### config.mk
export PLATFORM = sky130hd
export DESIGN_NAME = config_cmd_sequencer
export DESIGN_NICKNAME = d
export VERILOG_FILES = /design/src/rtl/cfg_cmd_pkg.sv /design/src/rtl/cfg_rx_timeout.sv /design/src/rtl/config_cmd_sequencer.sv
export SDC_FILE = /design/constraint.sdc
export NUM_CORES = 1
export LEC_CHECK = 0
export ABC_CLOCK_PERIOD_IN_PS = 2700
export CAP_MARGIN = 15
export CORE_MARGIN = 5
export CORE_UTILIZATION = 30
export CTS_CLUSTER_SIZE = 25
export DETAILED_ROUTE_END_ITERATION = 7
export HOLD_SLACK_MARGIN = 0.1
export PLACE_DENSITY = 0.47
export SLEW_MARGIN = 20
export SYNTH_ARGS = -nofsm -noshare
export SYNTH_HDL_FRONTEND = slang
export SYNTH_HIERARCHICAL = 1
export SYNTH_SLANG_ARGS = --single-unit
### constraint.sdc
create_clock -name internal_clk -period 2.7 [get_ports internal_clk]
set_input_delay 0.54 -clock internal_clk [delete_from_list [all_inputs] [get_ports internal_clk]]
set_output_delay 0.54 -clock internal_clk [all_outputs]
set_load 0.005 [all_outputs]
### src/rtl/cfg_cmd_pkg.sv
// Shared opcodes, defaults, FSM encodings and reply helpers for the mode-3
// configuration command engine.
package cfg_cmd_pkg;

  localparam logic [7:0] HEAD_SAVE   = 8'hC0;
  localparam logic [7:0] RET_CONFIG  = 8'hC1;
  localparam logic [7:0] HEAD_TEMP   = 8'hC2;
  localparam logic [7:0] RET_VERSION = 8'hC3;
  localparam logic [7:0] RESET_CMD   = 8'hC4;

  localparam logic [31:0] VERSION_WORD = 32'hC332_2702;
  localparam logic [39:0] DEF_CONFIG   = 40'h00_00_1A_17_44;

  localparam logic [2:0] ST_IDLE      = 3'd0;
  localparam logic [2:0] ST_RX_PARAM  = 3'd1;
  localparam logic [2:0] ST_RX_REPEAT = 3'd2;
  localparam logic [2:0] ST_COMMIT    = 3'd3;
  localparam logic [2:0] ST_TX_REPLY  = 3'd4;

  localparam logic [2:0] PARAM_BYTES   = 3'd5;
  localparam logic [2:0] REPLY_LEN_CFG = 3'd6;
  localparam logic [2:0] REPLY_LEN_VER = 3'd4;

  typedef struct packed {
    logic [7:0] addh;
    logic [7:0] addl;
    logic [7:0] sped;
    logic [7:0] chan;
    logic [7:0] option;
  } cfg_t;

  // Reply slot [0] goes out first; version bytes leave MSB first.
  localparam logic [5:0][7:0] VERSION_REPLY = {16'h0000, VERSION_WORD[7:0],
    VERSION_WORD[15:8], VERSION_WORD[23:16], VERSION_WORD[31:24]};

  function automatic logic [5:0][7:0] cfg_reply(input logic [7:0] head, input cfg_t c);
    cfg_reply = {c.option, c.chan, c.sped, c.addl, c.addh, head};
  endfunction

endpackage

### src/rtl/cfg_rx_timeout.sv
// Inter-byte idle counter: cleared by every accepted byte, held at zero while
// disabled, saturates at LIMIT and flags expiry.
module cfg_rx_timeout #(
  parameter int LIMIT = 500000
) (
  input  logic clk,
  input  logic rst_n,
  input  logic clr_i,
  input  logic en_i,
  output logic expired_o
);
  localparam int CW = $clog2(LIMIT + 1);
  localparam logic [CW-1:0] MAX = CW'(LIMIT);

  logic [CW-1:0] cnt_q;

  always_ff @(posedge clk or negedge rst_n) begin
    if (!rst_n)                cnt_q <= '0;
    else if (clr_i || !en_i)   cnt_q <= '0;
    else if (cnt_q != MAX)     cnt_q <= cnt_q + 1'b1;
  end

  assign expired_o = (cnt_q == MAX);

endmodule

### src/rtl/config_cmd_sequencer.sv
// Mode-3 command engine: parses framed UART bytes, updates the config
// registers and paces reply bytes out through the MCU UART TX.
module config_cmd_sequencer
  import cfg_cmd_pkg::*;
#(
  parameter int DATA_WIDTH = 8,
  parameter int RX_TIMEOUT = 500000
) (
  input  logic                  internal_clk,
  input  logic                  rst_n,
  input  logic                  cfg_mode_en,
  input  logic                  rx_flag_mcu,
  input  logic [DATA_WIDTH-1:0] data_from_uart_mcu,
  input  logic                  tx_busy_mcu,
  output logic                  tx_use_mcu,
  output logic [DATA_WIDTH-1:0] data_to_uart_mcu,
  output logic [7:0]            addh,
  output logic [7:0]            addl,
  output logic [7:0]            sped,
  output logic [7:0]            chan,
  output logic [7:0]            option,
  output logic                  cfg_save,
  output logic                  soft_reset_req,
  output logic                  busy
);

  logic [2:0]      state_q, state_d;
  logic [7:0]      hdr_q, hdr_d;
  logic [2:0]      idx_q, idx_d;
  logic [1:0]      rep_q, rep_d;
  logic [4:0][7:0] sh_q, sh_d;
  cfg_t            cfg_q, cfg_d;
  logic [5:0][7:0] rbuf_q, rbuf_d;
  logic [2:0]      ptr_q, ptr_d;
  logic [2:0]      len_q, len_d;
  logic            use_q, use_d;
  logic            gap_q, gap_d;
  logic [7:0]      dout_q, dout_d;
  logic            save_q, save_d;
  logic            srst_q, srst_d;
  logic            rx_ok, in_rx, expired;
  cfg_t            sh_cfg;

  assign rx_ok  = rx_flag_mcu & cfg_mode_en;
  assign in_rx  = (state_q == ST_RX_PARAM) || (state_q == ST_RX_REPEAT);
  assign sh_cfg = cfg_t'({sh_q[0], sh_q[1], sh_q[2], sh_q[3], sh_q[4]});

  cfg_rx_timeout #(.LIMIT(RX_TIMEOUT)) u_tmo (
    .clk       (internal_clk),
    .rst_n     (rst_n),
    .clr_i     (rx_ok),
    .en_i      (in_rx),
    .expired_o (expired)
  );

  always_comb begin
    state_d = state_q;
    hdr_d   = hdr_q;
    idx_d   = idx_q;
    rep_d   = rep_q;
    sh_d    = sh_q;
    cfg_d   = cfg_q;
    rbuf_d  = rbuf_q;
    ptr_d   = ptr_q;
    len_d   = len_q;
    gap_d   = gap_q;
    dout_d  = dout_q;
    use_d   = 1'b0;
    save_d  = 1'b0;
    srst_d  = 1'b0;
    case (state_q)
      ST_IDLE: begin
        if (rx_ok) begin
          case (data_from_uart_mcu[7:0])
            HEAD_SAVE, HEAD_TEMP: begin
              hdr_d   = data_from_uart_mcu[7:0];
              idx_d   = '0;
              state_d = ST_RX_PARAM;
            end
            RET_CONFIG, RET_VERSION, RESET_CMD: begin
              hdr_d   = data_from_uart_mcu[7:0];
              rep_d   = 2'd1;
              state_d = ST_RX_REPEAT;
            end
            default: ;
          endcase
        end
      end
      ST_RX_PARAM: begin
        if (!cfg_mode_en) state_d = ST_IDLE;
        else if (rx_flag_mcu) begin
          sh_d[idx_q] = data_from_uart_mcu[7:0];
          idx_d       = idx_q + 3'd1;
          if (idx_q == PARAM_BYTES - 3'd1) state_d = ST_COMMIT;
        end else if (expired) state_d = ST_IDLE;
      end
      ST_RX_REPEAT: begin
        // A mismatching byte just ends the frame; it is never re-parsed as a header.
        if (!cfg_mode_en) state_d = ST_IDLE;
        else if (rx_flag_mcu) begin
          if (data_from_uart_mcu[7:0] != hdr_q) state_d = ST_IDLE;
          else if (rep_q == 2'd2)               state_d = ST_COMMIT;
          else                                  rep_d   = rep_q + 2'd1;
        end else if (expired) state_d = ST_IDLE;
      end
      ST_COMMIT: begin
        ptr_d   = '0;
        gap_d   = 1'b0;
        state_d = ST_TX_REPLY;
        case (hdr_q)
          RESET_CMD: begin
            srst_d  = 1'b1;
            state_d = ST_IDLE;
          end
          RET_VERSION: begin
            rbuf_d = VERSION_REPLY;
            len_d  = REPLY_LEN_VER;
          end
          RET_CONFIG: begin
            rbuf_d = cfg_reply(HEAD_SAVE, cfg_q);
            len_d  = REPLY_LEN_CFG;
          end
          default: begin
            cfg_d  = sh_cfg;
            save_d = (hdr_q == HEAD_SAVE);
            rbuf_d = cfg_reply(hdr_q, sh_cfg);
            len_d  = REPLY_LEN_CFG;
          end
        endcase
      end
      ST_TX_REPLY: begin
        // Strobe, then one gap cycle so the UART's busy flag is visible before the next byte.
        if (use_q) begin
          gap_d = 1'b1;
          if (ptr_q == len_q) state_d = ST_IDLE;
        end else if (gap_q) begin
          gap_d = 1'b0;
        end else if (!tx_busy_mcu) begin
          use_d  = 1'b1;
          dout_d = rbuf_q[ptr_q];
          ptr_d  = ptr_q + 3'd1;
        end
      end
      default: state_d = ST_IDLE;
    endcase
  end

  always_ff @(posedge internal_clk or negedge rst_n) begin
    if (!rst_n) begin
      state_q <= ST_IDLE;
      hdr_q   <= '0;
      idx_q   <= '0;
      rep_q   <= '0;
      sh_q    <= '0;
      cfg_q   <= cfg_t'(DEF_CONFIG);
      rbuf_q  <= '0;
      ptr_q   <= '0;
      len_q   <= '0;
      use_q   <= 1'b0;
      gap_q   <= 1'b0;
      dout_q  <= '0;
      save_q  <= 1'b0;
      srst_q  <= 1'b0;
    end else begin
      state_q <= state_d;
      hdr_q   <= hdr_d;
      idx_q   <= idx_d;
      rep_q   <= rep_d;
      sh_q    <= sh_d;
      cfg_q   <= cfg_d;
      rbuf_q  <= rbuf_d;
      ptr_q   <= ptr_d;
      len_q   <= len_d;
      use_q   <= use_d;
      gap_q   <= gap_d;
      dout_q  <= dout_d;
      save_q  <= save_d;
      srst_q  <= srst_d;
    end
  end

  assign tx_use_mcu       = use_q;
  assign data_to_uart_mcu = DATA_WIDTH'(dout_q);
  assign addh             = cfg_q.addh;
  assign addl             = cfg_q.addl;
  assign sped             = cfg_q.sped;
  assign chan             = cfg_q.chan;
  assign option           = cfg_q.option;
  assign cfg_save         = save_q;
  assign soft_reset_req   = srst_q;
  assign busy             = (state_q != ST_IDLE);

endmodule

==> qor.csv, run 1 <==
metric,value,unit
Worst VDD drop,0.434,mV
Ys Warns,6,
number of DRC markers in iteration 0,257,
Startpoint Class,flip-flop,
RSZ-0062 raised after global routing,false,
most instantiated cells after synthesis,"171 x dfrtp_1, 73 x mux2_2, 72 x nand2_1",
max cap viols,0,
"Setup Fix Bufs, Post-CTS",0,
sequential share of the synthesized area,0.534,
max-slew violations,0,
"Clk Latency, worst-skew pair",0.43,ns
Slew headroom,0.505,
first-pass GRT wire length,35300,microns
Layout area overhead,21.9,%
final WL,22400,microns
Final Instance Area,10300,sq um
fmax,420,MHz
Setup Skew,0.0122,ns
"area leader, netlist",dfrtp_1,
Post-DP Area,9670,sq um
die width,178,microns
Leak,4.60,nW
CTS tree,yes,
Buffers on Ports,64,
most area-consuming cells after synthesis,"dfrtp_1 51%, mux2_2 9.7%, mux2_4 4.3%",
most instantiated library cell after synthesis,dfrtp_1,
WL/cell,18.6,microns
layout cells sized above 1,0.234,
CP max-delay cell,a221oi_1,
worst slew pin tran,0.742,ns
Antenna Cells,0,
met3 Resource Use GR,0.0281,
Reg2Reg Setup Slack,0.32,ns
post-synth cell types,59,
critical path class,flip-flop to flip-flop,
TNS Setup,0,ns
Synthesized Nets,761,
Root Driver,clkbuf_16,
largest net degree at the start of global routing,82,
"Async S/R FF share, synth",1.00,
Period minus WS final,2.38,ns
post-place setup slack,0.115,ns
top cell type's share of synthesized area,0.506,
Power Dens Cells,638,nW/um^2
CP Data Required Time,2.98,ns
gr busiest metal,met2,
Num Clock Sinks,180,
via count,5731,
Yosys reg bits,180,
final worst setup slack,0.321,ns
initial antenna violation count,0,
"Setup violations, final",0,
crit-path cells,or4b_1 > or3_1 > a221oi_1 > a21oi_1,
global-route met1 utilization,0.214,
vias per std cell,4.76,
Core ar.,27800,sq um
CP max FO,13,
die area,31600,sq um
CP Buf/Inv Count,0,
GR Layer Usage met2,0.226,
Placer Congestion,0.774,
critical path arrival,2.66,ns
"Reg clk slew, reported paths",0.07,ns
top_reg_cell synth,dfrtp_1,
DRC viols,0,
average size of a mapped cell,11.4,sq um
vias in the first global route,5856,
min-delay worst type,flip-flop to flip-flop,
DP HPWL,15700,microns
number of flops mapped to enable cells by yosys,0,
status,finished clean,
FP Rows,61,
synthesized area,8450,sq um
Initial DRT Pass Iterations,4,
endpoint class of the critical path,flip-flop,
H-tree Lvls,4,
Tot GR Track Use,0.146,
die extent in y,178,microns
CP top delay family,simple AND/OR/NAND/NOR gates,
final core occ,0.371,
# nets final,832,
DRT antenna net count,0,
critical path's largest stage delay,0.59,ns
Starting Density,0.304,
cells after synthesis,742,
total grt overflow,0,
CTS buffer count,17,
Final Cycle Share,0.881,
Max Root-Sink Buffers,2,
Final Hold Fails,0,
Boundary Pins,65,
## stage by stage
stage                     total power, mW  instances  hold slack [ns]
final                                6.57       1204            0.475
after global placement               4.03       1171            0.452
after detailed placement             4.04       1171            0.465
after CTS                            6.68       1204            0.477
after floorplan                      3.68        742            0.244
after global routing                 6.89       1204            0.487
## worst register-to-register path, stage by stage, from the launching register on
cell and delay (ns):
dfrtp_1 0.55, or4b_1 0.48, or3_1 0.53, a221oi_1 0.60, a21oi_1 0.08
## area by class of cell
| cell class | instances | area, sq um |
|---|---|---|
| Sequential cell | 180 | 4520 |
| Fill cell | 2831 | 17500 |
| Timing Repair Buffer | 100 | 980 |
| Inverter | 28 | 105 |
| Clock inverter | 15 | 189 |
| Tap cell | 378 | 473 |
| Multi-Input combinational cell | 486 | 3610 |
| Clock buffer | 17 | 425 |
## state kept, by name, summed over array words and instances (netlist names), 2 cells and up
signal,cells
addh,8
addl,8
chan,8
data_to_uart_mcu,8
hdr_q,8
idx_q,3
len_q,2
option,8
ptr_q,3
rbuf_q,48
rep_q,2
sh_cfg,40
sped,8
state_q,3
u_tmo/cnt_q,19
## final timing paths
kind	from	to	cells after the start
max	state_q[2]	data_to_uart_mcu[0]	4
min	rep_q[0]	rep_q[0]	1
max reg2reg	state_q[2]	data_to_uart_mcu[0]	4
min reg2reg	rep_q[0]	rep_q[0]	1
max in group asynchronous	rst_n	option[2]	3
min in group asynchronous	rst_n	u_tmo/cnt_q[17]	2
## cell usage in the layout (no fill, tap or decap), types with 26 or more instances in the layout
cell               n
nor2_1            32
nor2b_1           34
nand2_1           72
o21ai_0           58
mux2_2            73
clkdlybuf4s50_1   63
buf_4             30
inv_1             26
dfrtp_1          171
a31oi_1           34
## report_power, final
group,internal (mW),switching (mW)
registers,2.91,0.212
logic,0.450,0.405
clock network,1.34,1.26
## layer usage
metal  up-vias  routed length (microns)  part of all wire
met4         0                      293             0.013
li1       2762                        -                 -
met1      2879                    11000              0.49
met3        14                      684             0.031
met2        76                    10400              0.46
met5         -                        0                 0
## cell families (layout without fill, tap and decap cells)
group | Yosys count | count (layout) | share of synthesized area
adder cells (fa/ha/maj) | 6 | 6 | 0.00888
AO/OA/AOI/OAI | 140 | 140 | 0.0982
buffers and inverters | 76 | 160 | 0.0386
multiplexers | 106 | 106 | 0.162
AND/OR/NAND/NOR | 211 | 211 | 0.134
XOR/XNOR | 23 | 23 | 0.0238
flip-flops | 180 | 180 | 0.534
## repair_timing
action,4_1_cts,5_1_grt
hold endpoints to repair,3,0
hold buffers,1,0
resized for setup,0,0
(Power assumes the default switching activity.)
==> run 2, diff against run 1 <==
--- a/config.mk
+++ b/config.mk
@@ -6,9 +6,10 @@
 export NUM_CORES = 1
 export LEC_CHECK = 0
 export ABC_CLOCK_PERIOD_IN_PS = 2700
-export CAP_MARGIN = 15
+export CAP_MARGIN = 0
 export CORE_MARGIN = 5
 export CORE_UTILIZATION = 30
+export CTS_CLUSTER_DIAMETER = 200
 export CTS_CLUSTER_SIZE = 25
 export DETAILED_ROUTE_END_ITERATION = 7
 export HOLD_SLACK_MARGIN = 0.1
==> results of run 2 <==
The final DEF is identical to that of run 1; final timing and power are the same.
